--- config.mk ---
export PLATFORM = sky130hd
export DESIGN_NAME = pla_vector_driver
export DESIGN_NICKNAME = d
export VERILOG_FILES = /design/src/rtl/pla_vector_driver.sv
export SDC_FILE = /design/constraint.sdc
export NUM_CORES = 1
export LEC_CHECK = 0
export BUFFER_PORTS_ARGS = -buffer_cell sky130_fd_sc_hd__buf_2
export CORE_UTILIZATION = 49
export DETAILED_ROUTE_END_ITERATION = 8
export GPL_TIMING_DRIVEN = 0
export HOLD_SLACK_MARGIN = 0.12
export PLACE_DENSITY = 0.71
export SLEW_MARGIN = 15
export SYNTH_ARGS = -nofsm -noshare
export SYNTH_HDL_FRONTEND = slang
export SYNTH_SLANG_ARGS = --single-unit
--- constraint.sdc ---
create_clock -name clk -period 4.18 [get_ports clk]
set_input_delay 1.254 -clock clk [delete_from_list [all_inputs] [get_ports clk]]
set_output_delay 1.254 -clock clk [all_outputs]
set_load 0.005 [all_outputs]
--- src/rtl/pla_vector_driver.sv ---
// pla_vector_driver: drives exhaustive/LFSR vectors into a PLA netlist and signs its single output
module pla_vector_driver #(
    parameter int          N_IN      = 16,
    parameter int          PIPE      = 0,
    parameter logic [15:0] POLY      = 16'h1021,
    parameter logic [15:0] LFSR_TAPS = 16'hB400
) (
    input  logic            clk,
    input  logic            rst,
    input  logic            start,
    input  logic            abort,
    input  logic            mode,
    input  logic [15:0]     seed,
    input  logic [16:0]     run_len,
    input  logic [15:0]     sig_init,
    output logic [N_IN-1:0] x_out,
    input  logic            y_in,
    output logic            busy,
    output logic            done,
    output logic [15:0]     signature,
    output logic [16:0]     ones_count
);
    localparam int PW = (PIPE > 0) ? PIPE : 1;
    typedef enum logic [1:0] {IDLE, RUN, DRAIN, FIN} state_t;
    state_t state_q, state_d;
    logic [N_IN-1:0] x_q, x_d, seed_n, lfsr_next;
    logic [16:0] cnt_q, cnt_d, ones_q, ones_d, len_q, len_d, last;
    logic [15:0] sig_q, sig_d;
    logic [PW-1:0] vp_q, vp_d;
    logic [2:0] dc_q, dc_d;
    logic busy_q, busy_d, done_q, done_d, mode_q, mode_d, samp, fb;
    assign seed_n    = (N_IN'(seed) == '0) ? N_IN'(1) : N_IN'(seed);
    assign lfsr_next = (x_q >> 1) ^ (x_q[0] ? LFSR_TAPS[N_IN-1:0] : '0);
    assign last      = mode_q ? len_q - 17'd1 : 17'((1 << N_IN) - 1);
    assign samp      = ((PIPE == 0) ? (state_q == RUN) : vp_q[PW-1]) && !abort;
    assign fb        = sig_q[15] ^ y_in;
    always_comb begin
        state_d = state_q;
        x_d     = x_q;
        cnt_d   = cnt_q;
        sig_d   = sig_q;
        ones_d  = ones_q;
        len_d   = len_q;
        mode_d  = mode_q;
        busy_d  = busy_q;
        done_d  = 1'b0;
        dc_d    = dc_q;
        vp_d    = (vp_q << 1) | PW'(state_q == RUN);
        if (samp) begin
            sig_d  = (sig_q << 1) ^ (fb ? POLY : 16'h0000);
            ones_d = ones_q + 17'(y_in);
        end
        case (state_q)
            IDLE: if (start && !abort) begin
                sig_d  = sig_init;
                ones_d = '0;
                cnt_d  = '0;
                dc_d   = '0;
                vp_d   = '0;
                mode_d = mode;
                len_d  = run_len;
                if (mode && run_len == '0) begin
                    state_d = FIN;
                    done_d  = 1'b1;
                end else begin
                    state_d = RUN;
                    busy_d  = 1'b1;
                    x_d     = mode ? seed_n : '0;
                end
            end
            RUN: if (cnt_q == last) begin
                state_d = (PIPE == 0) ? FIN : DRAIN;
                busy_d  = (PIPE != 0);
                done_d  = (PIPE == 0);
            end else begin
                cnt_d = cnt_q + 17'd1;
                x_d   = mode_q ? lfsr_next : x_q + N_IN'(1);
            end
            DRAIN: if (dc_q == 3'(PIPE - 1)) begin
                state_d = FIN;
                busy_d  = 1'b0;
                done_d  = 1'b1;
            end else begin
                dc_d = dc_q + 3'd1;
            end
            default: state_d = IDLE;
        endcase
        // abort drops the in-flight samples but leaves the partial results visible
        if (abort && (state_q == RUN || state_q == DRAIN)) begin
            state_d = IDLE;
            busy_d  = 1'b0;
            done_d  = 1'b0;
            vp_d    = '0;
            x_d     = x_q;
            sig_d   = sig_q;
            ones_d  = ones_q;
        end
    end
    always_ff @(posedge clk or posedge rst) begin
        if (rst) begin
            state_q <= IDLE;
            x_q     <= '0;
            cnt_q   <= '0;
            sig_q   <= '0;
            ones_q  <= '0;
            len_q   <= '0;
            mode_q  <= 1'b0;
            busy_q  <= 1'b0;
            done_q  <= 1'b0;
            dc_q    <= '0;
            vp_q    <= '0;
        end else begin
            state_q <= state_d;
            x_q     <= x_d;
            cnt_q   <= cnt_d;
            sig_q   <= sig_d;
            ones_q  <= ones_d;
            len_q   <= len_d;
            mode_q  <= mode_d;
            busy_q  <= busy_d;
            done_q  <= done_d;
            dc_q    <= dc_d;
            vp_q    <= vp_d;
        end
    end
    assign x_out      = x_q;
    assign busy       = busy_q;
    assign done       = done_q;
    assign signature  = sig_q;
    assign ones_count = ones_q;
endmodule

## Word-level counts from Yosys, hierarchy flattened

Index checks and enable logic that the tools add are counted.

- Add/sub/neg operators: 5
- Equality and inequality tests: 12
- Mux-type cells: 40
- Bitwise operators: 4
- Reductions and logical operators: 18

Operators by type and width:

| kind | number |
|---|---|
| 2-to-1 mux 16 bit | 10 |
| 2-to-1 mux 17 bit | 6 |
| one-hot mux 17 bit (2 select lines) | 1 |
| one-hot mux 16 bit (2 select lines) | 1 |
| adder 17 x 1 -> 17 bit | 1 |
| adder 17 x 1 -> 17 bit, second input constant | 1 |
| == test 17 bit | 1 |
| zero test 17 bit | 1 |
| subtractor 17 x 1 -> 17 bit, second input constant | 1 |
| adder 16 x 1 -> 16 bit, second input constant | 1 |
| zero test 16 bit | 1 |
| bitwise XOR 15 x 16 -> 16 bit | 1 |
| bitwise XOR 16 x 13 -> 16 bit | 1 |
| 2-to-1 mux 13 bit | 1 |
| 2-to-1 mux 1 bit | 10 |
| 2-to-1 mux 2 bit | 5 |
| AND reduction 5 bit | 2 |
| AND reduction 3 bit | 3 |
| != test 2 bit, second input constant | 4 |
| 2-to-1 mux 3 bit | 2 |
| != test 3 bit, second input constant | 2 |
| one-hot mux 1 bit (3 select lines) | 2 |
| one-hot mux 2 bit (3 select lines) | 1 |
| one-hot mux 3 bit (2 select lines) | 1 |
| 15 further kinds | 19 |

- Register bits: 91
- Input port bits: 55
- Output and inout bits: 51

## Longest topological paths before layout

- Word-level depth: 6
- Gate-level depth with buffers: 13
- Mapped depth without buffers: 10

## Worst setup path before layout

No wires, ideal clock.

- Kind: reg2reg
- From: reg len_q[0]
- To: reg x_q[0] (netlist: x_out[0])
- Setup time: 0.125 ns
- Arrival time: 3.270 ns
- Data required time: 4.055 ns
- Path slack: 0.785 ns
- Stages on the path, launching flop included: 13
- Buffers on the path: 2
- Period minus slack after synthesis: 3.395 ns
- Cells stage by stage: dfrtp_1 -> inv_1 -> ha_1 -> or4b_1 -> clkbuf_1 -> nor4_1 -> xor2_1 -> o21a_1 -> o311a_1 -> nor4_4 -> nor3_2 -> buf_6 -> mux2_4

- Cells in the longest elaborated chain, start to end: 5

Ends and longest elaborated chain:

| what | line | text |
|---|---|---|
| start, declared | 27 | `logic [16:0] cnt_q, cnt_d, ones_q, ones_d, len_q, len_d, last;` |
| start signal, assigned | 118 | `len_q <= len_d;` |
| subtractor 17 x 1 -> 17 bit | 34 | `assign last = mode_q ? len_q - 17'd1 : 17'((1 << N_IN) - 1);` |
| 2-to-1 mux 17 bit | 34 |  |
| == test 17 bit | 71 | `RUN: if (cnt_q == last) begin` |
| != test 2 bit (no line) | -- |  |
| AND reduction 5 bit (no line) | -- |  |
| end signal, assigned | 102 | `x_q <= '0;` |
| end signal, assigned | 114 | `x_q <= x_d;` |
| end, declared | 26 | `logic [N_IN-1:0] x_q, x_d, seed_n, lfsr_next;` |

Every way passes these cells.
A chain may end at the register's enable or synchronous reset.

## Worst setup path after layout

- From: reg len_q[0]
- To: reg x_q[10] (netlist: x_out[10])

Same word-level chain as after synthesis.

==> flow_summary.ini <==
[synthesis]
synth_area_leaders = dfrtp_1 39%, nand2_1 7.3%, mux2i_1 4.6%, o21ai_0 4.2%, xor2_1 4.2%
synthCells = 647
yosys.area.top_type_share_pct = 39.1
synth_edf_count = 0
avgSynthCellArea_um2 = 9.00
yosysTopAreaCell = dfrtp_1
synth_seq_area_share_pct = 39.1
yosysMostFrequentCell = nand2_1
yosys-top-cells-count = 113 x nand2_1, 91 x dfrtp_1, 49 x o21ai_0
ys_seq_elements = 91
syn_nets = 713
ys_types = 64
yosys_warnings = 0
synthArstFlopShare_pct = 100
syn_area_um2 = 5830
ys.flop_type = dfrtp_1

[floorplan]
row_count = 39
dieHeight_um = 111
die_area_um2 = 12300
io_pins = 106
chipWidth_um = 111
start_util_pct = 50.6
core_area_um2 = 11500

[worst_setup_path]
critical_path.max_stage_delay_ns = 0.44
reg2reg_depth = 13
arrival_ns = 4.11
cpMaxStageDelayCell = dfrtp_1
timing.rr.start = len_q[0]
crit_start = len_q[0]
critPathBufInv = 4
reg2reg_slack_ns = 0.30
crit_fanout = 10
worstPathRequired_ns = 4.41
crit_path_cell_trace = inv_1 -> ha_1 -> or4b_1 -> clkbuf_1 -> nor4_1 -> xor2_1 -> o21a_1 -> o311a_1 -> nor4_4 -> buf_4 -> nor3_4 -> buf_6 -> mux2_4
setup.worst_path.end_class = flip-flop
r2r-end = x_out[10]
cpLargestDelayFamily = simple AND/OR/NAND/NOR gates
cp-start-kind = flip-flop
cp-endpoint = x_out[10]
path_depth = 13
crit_type = flip-flop to flip-flop

[layout]
fin_nets = 831
drive_gt1_share_pct = 20.0
instances_no_fill = 912
utilization_pct = 59.5
num_antenna_cells = 0
syn_to_final_growth_pct = 17.7

[placed_design]
io_buffer_count = 105
dp_hpwl_um = 11200
dp.cells = 896
gp_congestion = 0.924
dpl_worst_slack_ns = 0.214

[global_routing]
antenna_found_initial = 0
grt_max_degree = 49
grt_usage_pct = 25.5
grt_pass1_wl_um = 25300
grt_pass1_vias = 5232
grt_remaining_overflow = 0

[worst_hold_path]
hold_class = flip-flop to flip-flop

[routing]
dr.first_iter.drc_count = 424
dr.pass1.iters = 7
drtAntennaViolNets = 0
vias_per_cell = 5.90
routed-via-count = 5380
wl_um = 15100
routedWlPerCell_um = 16.5
drc = 4

[timing]
finalHoldViolCount = 0
timing.slew.headroom_pct = 52.7
setup_violations = 0
worst_clock_skew_ns = 0.00974
fin_crit_sh_pct = 92.9
rsz0062_at_grt = false
slew_viol_final = 0
worst_pin_slew_ns = 0.710
setup_slack_ns = 0.298
clock.fmax_ghz = 0.258
layout_min_cycle_time_ns = 3.88

[clock_tree]
clk_pin_slew_ns = 0.06
root_buffer = clkbuf_16
clockBufferDepth = 2
insertion_delay_ns = 0.35
cts_buffers = 9
cts_sinks = 91
cts_tree = yes
h-tree-depth = 3

[power]
leakage_nw = 3.13
power_mw = 4.20
powerDensity_nw_per_um2 = 613
ir_worst_vdd_mv = 0.396

[run]
maxCapViolations = 0

[status]
status = complete, but fails checks
violations = design-rule violations
==> worst reg2reg max path: stages (launching register included) <==
cell and delay (ns):
dfrtp_1 0.44, inv_1 0.14, ha_1 0.24, or4b_1 0.44, clkbuf_1 0.17, nor4_1 0.42
xor2_1 0.26, o21a_1 0.17, o311a_1 0.30, nor4_4 0.07, buf_4 0.17, nor3_4 0.39
buf_6 0.25, mux2_4 0.32
==> area by class of cell <==
cell class | count | area (um2)
well taps | 143 | 179
plain buffers | 36 | 160
clock buffers | 12 | 256
fillers | 1017 | 4660
inverters | 14 | 55.1
flip-flops and latches | 91 | 2280
multi-input cells | 506 | 3340
repair buffers | 107 | 561
clock inverters | 3 | 23.8
==> how the worst min path moves through the flow <==
stage | from | to | cells past startpoint
after floorplan | len_q[16] | len_q[16] | 2
final | dc_q[1] | dc_q[1] | 2
after detailed placement | dc_q[1] | dc_q[1] | 2
after global placement | dc_q[2] | dc_q[2] | 2
after global routing | len_q[16] | len_q[16] | 2
after CTS | dc_q[1] | dc_q[1] | 2
==> cell families (layout without fill, tap and decap cells) <==
logic type      Yosys count  in the layout  share of synthesized area, %
simple gates            283            283                          25.4
compound gates          119            119                          13.3
flops                    91             91                          39.1
buf+inv                  50            172                          3.65
xor+xnor                 49             49                          7.60
mux                      44             44                          8.57
fa+ha+maj                11             11                          2.36
==> where the power goes <==
group          internal [mW]  switching (mW)  total, mW
sequential              1.14           0.316       1.46
clock                  0.433           0.342      0.776
combinational          0.893            1.07       1.97
==> layout by cell type, fill, tap and decap left out, types with 3 or more instances in the layout <==
cell type and count:
xor2_1 28, nor3_1 13, buf_4 3, and2_1 6
nor2b_1 5, nor4_1 12, or3_1 4, clkbuf_1 26
nor2_1 26, xnor2_1 20, dfrtp_1 91, clkbuf_16 9
buf_1 5, o31ai_1 13, or4_1 18, a22o_1 13
nand2b_1 12, nand3_1 21, nand2_1 113, and3_1 13
o21ai_0 49, mux2_2 7, mux2_4 10, ha_1 11
o21a_1 3, a21oi_1 18, mux2i_1 27, buf_2 106
and4_1 4, inv_1 13, nand4_1 18
==> state kept, by name, summed over array words and instances, names as in the netlist <==
signal,flops
cnt_q,17
len_q,17
ones_count,17
signature,16
x_out,16
dc_q,3
state_q,2
busy,1
done,1
mode_q,1
==> layer usage <==
metal / wire (um) / GRT usage [%] / vias up
li1: - / - / 2575
met1: 6570 / 32.4 / 2615
met2: 7310 / 42.4 / 165
met3: 925 / 6.18 / 25
met4: 248 / 9.01 / 0
met5: 0 / 0 / -
==> per-stage QoR <==
| step | instance area (um2) | setup TNS [ns] | hold WS (ns) |
|---|---|---|---|
| 2_1_floorplan | 5830 | 0 | 0.466 |
| 3_3_place_gp | 6530 | -53.63 | 0.494 |
| 3_5_place_dp | 6560 | 0 | 0.505 |
| 4_1_cts | 6840 | 0 | 0.520 |
| 5_1_grt | 6850 | 0 | 0.550 |
| 6_report | 6850 | 0 | 0.510 |
==> what timing repair did <==
action,4_1_cts,5_1_grt
resized for setup,0,1
setup endpoints to repair,0,12
setup buffers,0,1
hold buffers,0,0
(Power assumes the default switching activity.)
